[config.mk]
export PLATFORM = sky130hd
export DESIGN_NAME = psk_frame_sched
export DESIGN_NICKNAME = d
export VERILOG_FILES = /design/src/rtl/psk_frame_sched.sv
export SDC_FILE = /design/constraint.sdc
export NUM_CORES = 1
export LEC_CHECK = 0
export ABC_AREA = 1
export BUFFER_PORTS_ARGS = -buffer_cell sky130_fd_sc_hd__buf_2
export CORE_MARGIN = 2
export CORE_UTILIZATION = 35
export DETAILED_ROUTE_END_ITERATION = 12
export GPL_TIMING_DRIVEN = 0
export PLACE_DENSITY = 0.6
export SLEW_MARGIN = 20
export SYNTH_ARGS = -nofsm -noshare
export SYNTH_HDL_FRONTEND = slang
export SYNTH_SLANG_ARGS = --single-unit
[constraint.sdc]
create_clock -name clk_16M384 -period 3.7 [get_ports clk_16M384]
set_clock_uncertainty 0.15 [all_clocks]
set_input_delay 0.37 -clock clk_16M384 [delete_from_list [all_inputs] [get_ports clk_16M384]]
set_output_delay 0.37 -clock clk_16M384 [all_outputs]
set_load 0.005 [all_outputs]
[src/rtl/psk_frame_sched.sv]
// Frame scheduler for the PSK modulator: BPSK preamble, BPSK/QPSK payload, silent guard gap.
// Symbol slots are paced by the modulator's mod_tready strobe; a one-entry byte buffer prefetches payload.
module psk_frame_sched #(
  parameter int unsigned PRE_LEN = 32,
  parameter logic [31:0] PRE_SEQ = 32'hA5F03C96,
  parameter int unsigned GAP_LEN = 8
) (
  input  logic        clk_16M384,
  input  logic        rst_n_16M384,
  input  logic        en,
  input  logic        cfg_is_bpsk,
  input  logic [7:0]  in_tdata,
  input  logic        in_tvalid,
  output logic        in_tready,
  input  logic        in_tlast,
  output logic [7:0]  mod_tdata,
  output logic        mod_tvalid,
  input  logic        mod_tready,
  output logic        mod_tlast,
  output logic        mod_tuser,
  output logic        busy,
  output logic        frame_done,
  output logic        underrun,
  input  logic        clr_err,
  output logic [15:0] frame_cnt
);

  localparam int unsigned IDX_W = 5;
  localparam int unsigned GAP_W = 8;
  localparam int unsigned REM_W = 3;

  typedef enum logic [1:0] {IDLE, PRE, PAY, GAP} state_t;

  state_t             state, state_nxt;
  logic               mode, mode_nxt;
  logic [IDX_W-1:0]   pre_idx, pre_idx_nxt;
  logic [GAP_W-1:0]   gap_cnt, gap_cnt_nxt;
  logic [7:0]         sh, sh_nxt;
  logic [REM_W-1:0]   sym_rem, sym_rem_nxt;
  logic               cur_last, cur_last_nxt;
  logic               buf_valid, buf_valid_nxt;
  logic [7:0]         buf_data, buf_data_nxt;
  logic               buf_last, buf_last_nxt;
  logic               last_taken, last_taken_nxt;

  logic [7:0]         mod_tdata_nxt;
  logic               mod_tvalid_nxt, mod_tlast_nxt, mod_tuser_nxt;
  logic               in_tready_nxt, busy_nxt, frame_done_nxt, underrun_nxt;
  logic [15:0]        frame_cnt_nxt;

  logic               in_fire, need_byte, have_byte, new_last;
  logic [7:0]         new_data;

  // State and output registers
  always_ff @(posedge clk_16M384 or negedge rst_n_16M384) begin
    if (!rst_n_16M384) begin
      state      <= IDLE;
      mode       <= 1'b0;
      pre_idx    <= '0;
      gap_cnt    <= '0;
      sh         <= '0;
      sym_rem    <= '0;
      cur_last   <= 1'b0;
      buf_valid  <= 1'b0;
      buf_data   <= '0;
      buf_last   <= 1'b0;
      last_taken <= 1'b0;
      mod_tdata  <= '0;
      mod_tvalid <= 1'b0;
      mod_tlast  <= 1'b0;
      mod_tuser  <= 1'b0;
      in_tready  <= 1'b0;
      busy       <= 1'b0;
      frame_done <= 1'b0;
      underrun   <= 1'b0;
      frame_cnt  <= '0;
    end else begin
      state      <= state_nxt;
      mode       <= mode_nxt;
      pre_idx    <= pre_idx_nxt;
      gap_cnt    <= gap_cnt_nxt;
      sh         <= sh_nxt;
      sym_rem    <= sym_rem_nxt;
      cur_last   <= cur_last_nxt;
      buf_valid  <= buf_valid_nxt;
      buf_data   <= buf_data_nxt;
      buf_last   <= buf_last_nxt;
      last_taken <= last_taken_nxt;
      mod_tdata  <= mod_tdata_nxt;
      mod_tvalid <= mod_tvalid_nxt;
      mod_tlast  <= mod_tlast_nxt;
      mod_tuser  <= mod_tuser_nxt;
      in_tready  <= in_tready_nxt;
      busy       <= busy_nxt;
      frame_done <= frame_done_nxt;
      underrun   <= underrun_nxt;
      frame_cnt  <= frame_cnt_nxt;
    end
  end

  // Next-state, symbol selection and byte buffer
  always_comb begin
    state_nxt      = state;
    mode_nxt       = mode;
    pre_idx_nxt    = pre_idx;
    gap_cnt_nxt    = gap_cnt;
    sh_nxt         = sh;
    sym_rem_nxt    = sym_rem;
    cur_last_nxt   = cur_last;
    buf_valid_nxt  = buf_valid;
    buf_data_nxt   = buf_data;
    buf_last_nxt   = buf_last;
    last_taken_nxt = last_taken;
    mod_tdata_nxt  = mod_tdata;
    mod_tvalid_nxt = mod_tvalid;
    mod_tlast_nxt  = mod_tlast;
    mod_tuser_nxt  = mod_tuser;
    frame_done_nxt = 1'b0;
    frame_cnt_nxt  = frame_cnt;
    underrun_nxt   = underrun & ~clr_err;
    need_byte      = 1'b0;

    in_fire   = in_tvalid & in_tready;
    have_byte = buf_valid | in_fire;
    new_data  = buf_valid ? buf_data : in_tdata;
    new_last  = buf_valid ? buf_last : in_tlast;

    if (in_fire && in_tlast) begin
      last_taken_nxt = 1'b1;
    end

    unique case (state)
      IDLE: begin
        if (en && in_tvalid) begin
          state_nxt      = PRE;
          mode_nxt       = cfg_is_bpsk;
          pre_idx_nxt    = '0;
          last_taken_nxt = 1'b0;
          mod_tvalid_nxt = 1'b1;
          mod_tuser_nxt  = 1'b1;
          mod_tlast_nxt  = 1'b0;
          mod_tdata_nxt  = {6'b0, PRE_SEQ[0], 1'b0};
        end
      end
      PRE: begin
        if (mod_tready) begin
          if (32'(pre_idx) == PRE_LEN - 1) begin
            state_nxt = PAY;
            need_byte = 1'b1;
          end else begin
            pre_idx_nxt   = pre_idx + IDX_W'(1);
            mod_tdata_nxt = {6'b0, PRE_SEQ[pre_idx + IDX_W'(1)], 1'b0};
          end
        end
      end
      PAY: begin
        if (mod_tready) begin
          if (mod_tvalid && mod_tlast) begin
            state_nxt      = GAP;
            gap_cnt_nxt    = '0;
            mod_tvalid_nxt = 1'b0;
            mod_tdata_nxt  = '0;
            mod_tlast_nxt  = 1'b0;
            mod_tuser_nxt  = 1'b0;
          end else if (mod_tvalid && sym_rem != '0) begin
            sym_rem_nxt   = sym_rem - REM_W'(1);
            mod_tlast_nxt = cur_last && (sym_rem == REM_W'(1));
            if (mode) begin
              mod_tdata_nxt = {6'b0, sh[7], 1'b0};
              sh_nxt        = sh << 1;
            end else begin
              mod_tdata_nxt = {6'b0, sh[7:6]};
              sh_nxt        = sh << 2;
            end
          end else begin
            need_byte = 1'b1;
          end
        end
      end
      GAP: begin
        if (mod_tready) begin
          if (32'(gap_cnt) == GAP_LEN - 1) begin
            state_nxt      = IDLE;
            frame_done_nxt = 1'b1;
            frame_cnt_nxt  = frame_cnt + 16'd1;
          end else begin
            gap_cnt_nxt = gap_cnt + GAP_W'(1);
          end
        end
      end
    endcase

    // First symbol of a fresh byte, or a silent slot when the FIFO fell behind
    if (need_byte) begin
      mod_tuser_nxt = mode;
      mod_tlast_nxt = 1'b0;
      if (have_byte) begin
        mod_tvalid_nxt = 1'b1;
        cur_last_nxt   = new_last;
        if (mode) begin
          mod_tdata_nxt = {6'b0, new_data[7], 1'b0};
          sh_nxt        = new_data << 1;
          sym_rem_nxt   = REM_W'(7);
        end else begin
          mod_tdata_nxt = {6'b0, new_data[7:6]};
          sh_nxt        = new_data << 2;
          sym_rem_nxt   = REM_W'(3);
        end
      end else begin
        mod_tvalid_nxt = 1'b0;
        mod_tdata_nxt  = '0;
        underrun_nxt   = 1'b1;
      end
    end

    // Consume before load: an arriving byte bypasses the buffer only when needed this cycle
    if (need_byte && buf_valid) begin
      buf_valid_nxt = 1'b0;
    end
    if (in_fire && !(need_byte && !buf_valid)) begin
      buf_valid_nxt = 1'b1;
      buf_data_nxt  = in_tdata;
      buf_last_nxt  = in_tlast;
    end

    in_tready_nxt = ((state_nxt == PRE) || (state_nxt == PAY)) && !buf_valid_nxt && !last_taken_nxt;
    busy_nxt      = (state_nxt != IDLE);
  end

endmodule

# --- Word-level counts from Yosys, hierarchy flattened ---
# Memory sizes are Yosys's and may differ from the RTL's.
# Index checks and enable logic that the tools add are counted.
word_totals:
  mem_bits_ro: 32
  n_memories: 1
  output_inout_bits: 31
  ff_bits: 70
op_classes:
  bitwise: 4
  eq_ne: 21
  n_lt_le_gt_ge: 1
  reduce_logical: 30
  muxes: 75
  addsub: 4
mem_list:
  columns: ["memory", "depth", "word_bits", "read_ports", "rd_ports_with_merged_regs", "wr", "line", "rtl"]
  rows:
  - ["(name not given)", 32, 1, 1, 0, 0, "152", "mod_tdata_nxt = {6'b0, PRE_SEQ[pre_idx + IDX_W'(1)], 1'b0};"]
op_table:
  columns: ["operator", "n"]
  rows:
  - ["8-bit two-way mux", 20]
  - ["1-bit two-way mux", 30]
  - ["8-bit case mux with 3 select lines", 1]
  - ["3-bit two-way mux", 7]
  - ["16-bit by 1-bit adder with 16-bit output (second input constant)", 1]
  - ["2-bit two-way mux", 8]
  - ["8-bit case mux with 2 select lines", 1]
  - ["5-bit two-way mux", 3]
  - ["3-bit inequality test (second input constant)", 5]
  - ["2-bit inequality test (second input constant)", 7]
  - ["4-bit AND reduction", 3]
  - ["1-bit logical AND", 10]
  - ["5-bit case mux with 2 select lines", 1]
  - ["8-bit by 1-bit adder with 8-bit output (second input constant)", 1]
  - ["8-bit by 3-bit equality test with 1-bit output (second input constant)", 1]
  - ["2-bit case mux with 4 select lines", 1]
  - ["2-bit equality test (second input constant)", 3]
  - ["5-bit by 6-bit < comparator with 1-bit output (second input constant)", 1]
  - ["1-bit case mux with 2 select lines", 3]
  - ["6-bit AND reduction", 1]
  - ["2-bit nonzero test", 3]
  - ["3-bit nonzero test", 2]
  - ["5-bit by 1-bit adder with 5-bit output (second input constant)", 1]
  - ["5-bit equality test (second input constant)", 1]
  - ["14 further kinds", 20]

# --- Depth between registers and ports, before layout ---
depth:
  word_depth: 13
  mapped_depth: 15
  depth_no_buf: 14

# --- Worst setup path before layout ---
# OpenSTA, ideal clock, no wires.
synth_timing:
  path_kind: "register to register"
  from: "register pre_idx[0]"
  to: "register cur_last"
  arrival_ns: 1.799
  synth_period_minus_slack_ns: 2.073
  required_ns: 3.427
  path_stages_with_launch: 14
  n_path_buf: 2
  slack_ns: 1.627
  path_cell_list: "dfrtp_1 > ha_1 > nand2_1 > nor2_1 > ha_1 > nand3_2 > nand2_4 > nand2_4 > buf_6 > nor2_8 > inv_2 > buf_6 > nand2_1 > o21ai_2"
synth_between:
  elab_chain_cells: 5
synth_rtl:
  columns: ["item", "line", "rtl"]
  rows:
  - ["start, declared", "36", "logic [IDX_W-1:0] pre_idx, pre_idx_nxt;"]
  - ["start signal, assigned", "80", "pre_idx <= pre_idx_nxt;"]
  - ["5-bit equality test", "147", "if (32'(pre_idx) == PRE_LEN - 1) begin"]
  - ["1-bit two-way mux", "147", null]
  - ["1-bit two-way mux", "146", "if (mod_tready) begin"]
  - ["1-bit case mux with 2 select lines", "132", "unique case (state)"]
  - ["2-bit AND reduction (no source line)", null, null]
  - ["end signal, assigned", "84", "cur_last <= cur_last_nxt;"]
  - ["end, declared", "40", "logic cur_last, cur_last_nxt;"]
# Every way passes these cells.
# A chain may end at the register's enable or synchronous reset.

# --- Worst setup path after layout ---
# Ends and elaborated chain as after synthesis.

==> reports/qor.yml <==
outcome:
  status: "complete, no violations"
grt:
  grt_pass1_wl_mm: 14.49
  antenna_found_initial: 0
  grt_pass1_vias: 3183
  track_usage_pct: 15.35
  overflow: 0
  grt_max_degree: 46
routing:
  wl_per_cell_um: 11.72
  ant_nets: 0
  routed-via-count: 3332
  vias_per_cell: 4.680
  first_pass_iters: 5
  wl_met1_mm: 4.017
  routed.top_layer: "met4"
  drtIter0Drc: 215
  wl_met3_um: 501
  wl_met2_mm: 3.722
  wl_mm: 8.345
  drc_errors: 0
setup_path:
  max_stage_delay_ns: 0.46
  cp.required_ns: 3.78
  path_max_fanout: 10
  crit_buf_inv: 3
  start_kind: "flop"
  arrival_ns: 2.42
  crit_family: "simple AND/OR/NAND/NOR gates"
  cpMaxStageDelayCell: "dfrtp_1"
  path_cells: "ha_1, nand2_1, nor2_1, ha_1, nand3_2, nand2_4, nand2_4, buf_6, nor2_8, inv_2, buf_6, nand2_1, o21ai_2"
  cp-end-kind: "flop"
  crit_type: "reg -> reg"
logic_synthesis:
  ys_warn_count: 0
  async_flop_share_pct: 100.0
  yosys.area.top_type: "dfrtp_1"
  synth_seq_area_share_pct: 41.16
  synthCells: 510
  synthTopCellsByArea: "dfrtp_1 (41%), nand2_1 (14%), o21ai_0 (7.3%)"
  synth_ff_type: "dfrtp_1"
  synth-edff-count: 0
  synth.ff_latch_count: 64
  ys_types: 40
  syn_avg_cell_area_um2: 7.630
  synth_area_um2: 3891
  synth_commonest_cells: "nand2_1 (140), inv_1 (67), dfrtp_1 (64), o21ai_0 (57), nor2_1 (35)"
  netlist.area_leader.share_pct: 41.16
  synth_most_common_cell: "nand2_1"
cells_and_area:
  drive_gt1_share_pct: 16.26
  fillers: 1107
  num_antenna_cells: 0
  synthToLayoutAreaGrowth_pct: 17.04
  multi_input_area_um2: 1921
  regArea_um2: 1602
  stdcell_count: 712
  layout.nets: 597
clock_tree:
  htreeDepth: 3
  worst_skew_pair.late_latency_ns: 0.34
  cts_tree: "done"
  cts_inserted_buffers: 9
  cts_resized: 0
  cts.sinks: 64
  clk_pin_slew_worst_paths_ns: 0.07
  clock-root-buffer: "clkbuf_8"
  ctsLongestPathBuffers: 2
placement:
  gp_congestion: 0.8636
  hpwl_mm: 6.232
  portBuffers: 39
  placed_cells: 695
floorplanning:
  start_util_pct: 35.90
  coreArea_um2: 10840
  die_w_um: 109.4
  num_io_pins: 47
  row_count: 38
  die_h_um: 109.4
  die_area_um2: 11980
sta:
  post-route-period-util_pct: 63.13
  fmax_ghz: 0.4281
  hold_violations: 0
  fin_crit_ns: 2.336
  finalMaxSlewViolations: 0
  rsz0062_at_grt: "false"
  setup_violations: 0
  fin_tns_setup_ns: 0
power_and_ir_drop:
  vdd_drop_max_mv: 0.2570
  powerDensity_nw_per_um2: 441.0
  p_leak_nw: 2.329
  fin_total_pwr_w: 0.002009
hold_path:
  hold_class: "in -> reg"
flow_run:
  maxCapViolCount: 0
-- cells by family (layout without fill, tap and decap cells) --
| family | Yosys count | count (layout) | synth area share, % |
|---|---|---|---|
| AO/OA/AOI/OAI | 84 | 84 | 11.93 |
| multiplexers | 1 | 1 | 0.2894 |
| XOR/XNOR | 23 | 23 | 5.177 |
| AND/OR/NAND/NOR | 234 | 234 | 26.88 |
| flip-flops | 64 | 64 | 41.16 |
| adder cells (fa/ha/maj) | 14 | 14 | 4.502 |
| other | 1 | 6 | 0.09637 |
| buffers and inverters | 89 | 146 | 9.968 |
-- per-layer routing --
layer	up-vias	track usage, %
met5	-	0
met2	98	23.99
met4	0	4.882
met3	11	4.505
li1	1733	-
met1	1490	20.45
-- worst reg2reg max path, stage by stage, from the launching register on --
cell and delay, ns:
dfrtp_1 0.46, ha_1 0.26, nand2_1 0.07, nor2_1 0.15, ha_1 0.22, nand3_2 0.12
nand2_4 0.11, nand2_4 0.06, buf_6 0.15, nor2_8 0.14, inv_2 0.07, buf_6 0.14
nand2_1 0.07, o21ai_2 0.05
-- worst paths after layout --
path	startpoint	endpoint	slack [ns]	depth (start not counted)
min	clr_err	underrun$_DFF_PN0_	0.07	2
min reg2reg	buf_last$_DFFE_PN0P_	buf_last$_DFFE_PN0P_	0.33	2
max	pre_idx[0]$_DFFE_PN0P_	cur_last$_DFFE_PN0P_	1.36	13
min in group asynchronous	rst_n_16M384	gap_cnt[5]$_DFFE_PN0P_	0.30	2
max reg2reg	pre_idx[0]$_DFFE_PN0P_	cur_last$_DFFE_PN0P_	1.36	13
max in group asynchronous	rst_n_16M384	buf_last$_DFFE_PN0P_	2.59	3
-- metrics by stage --
step	area, um^2	setup WS (ns)	hold WS (ns)	util, %
finish	4554	1.364	0.06994	42.01
global route	4554	1.189	0.05684	42.01
CTS	4554	1.354	0.03500	42.01
detailed placement	4310	1.363	0.1279	39.76
global placement	4280	1.403	0.3139	39.49
floorplan	3910	1.627	-0.07559	-
-- registers in the layout, indices dropped and copies added, names as in the netlist, 2 cells and up --
register   flops
pre_idx        5
sym_rem        3
buf_data       8
sh             8
mod_tdata      2
frame_cnt     16
state          2
gap_cnt        8
-- power breakdown --
part / switching [W] / total (W) / leakage [nW] / internal (W)
Sequential: 0.0000523 / 0.000811 / 0.819 / 0.000759
Clock: 0.000275 / 0.000718 / 0.123 / 0.000443
Combinational: 0.000312 / 0.000480 / 1.39 / 0.000168
-- cell usage in the layout (no fill, tap or decap), types with 2 or more instances in the layout --
cell,instances
buf_6,3
nor2_1,35
clkbuf_8,9
nand3_2,3
buf_2,42
conb_1,6
o21ai_1,4
nand4_1,11
clkinv_2,4
bufinv_16,3
o21ai_0,57
nand2_4,2
dfrtp_1,64
o22ai_1,4
nand2_1,140
or2_2,4
xor2_1,13
inv_1,67
buf_4,8
nand2_2,3
ha_1,14
nand3_1,20
nor3_1,8
nor4_1,2
clkinv_1,2
xnor2_1,10
o211ai_1,4
a21oi_1,8
o21ai_2,2
clkbuf_1,5
-- cell type report --
type	instances	share of cell area, %
Sequential cell	64	35.16
Timing Repair Buffer	41	5.165
Buffer	19	2.747
Clock buffer	9	2.720
Multi-Input combinational cell	362	42.17
Tap cell	140	3.846
Inverter	70	5.769
Clock inverter	7	2.418
-- repair_timing --
item | CTS | global route
hold endpoints to repair | 19 | 0
hold buffers | 1 | 0
endpoints found under the setup margin | 0 | 0
buffers inserted | 0 | 0
(Power assumes the default switching activity.)
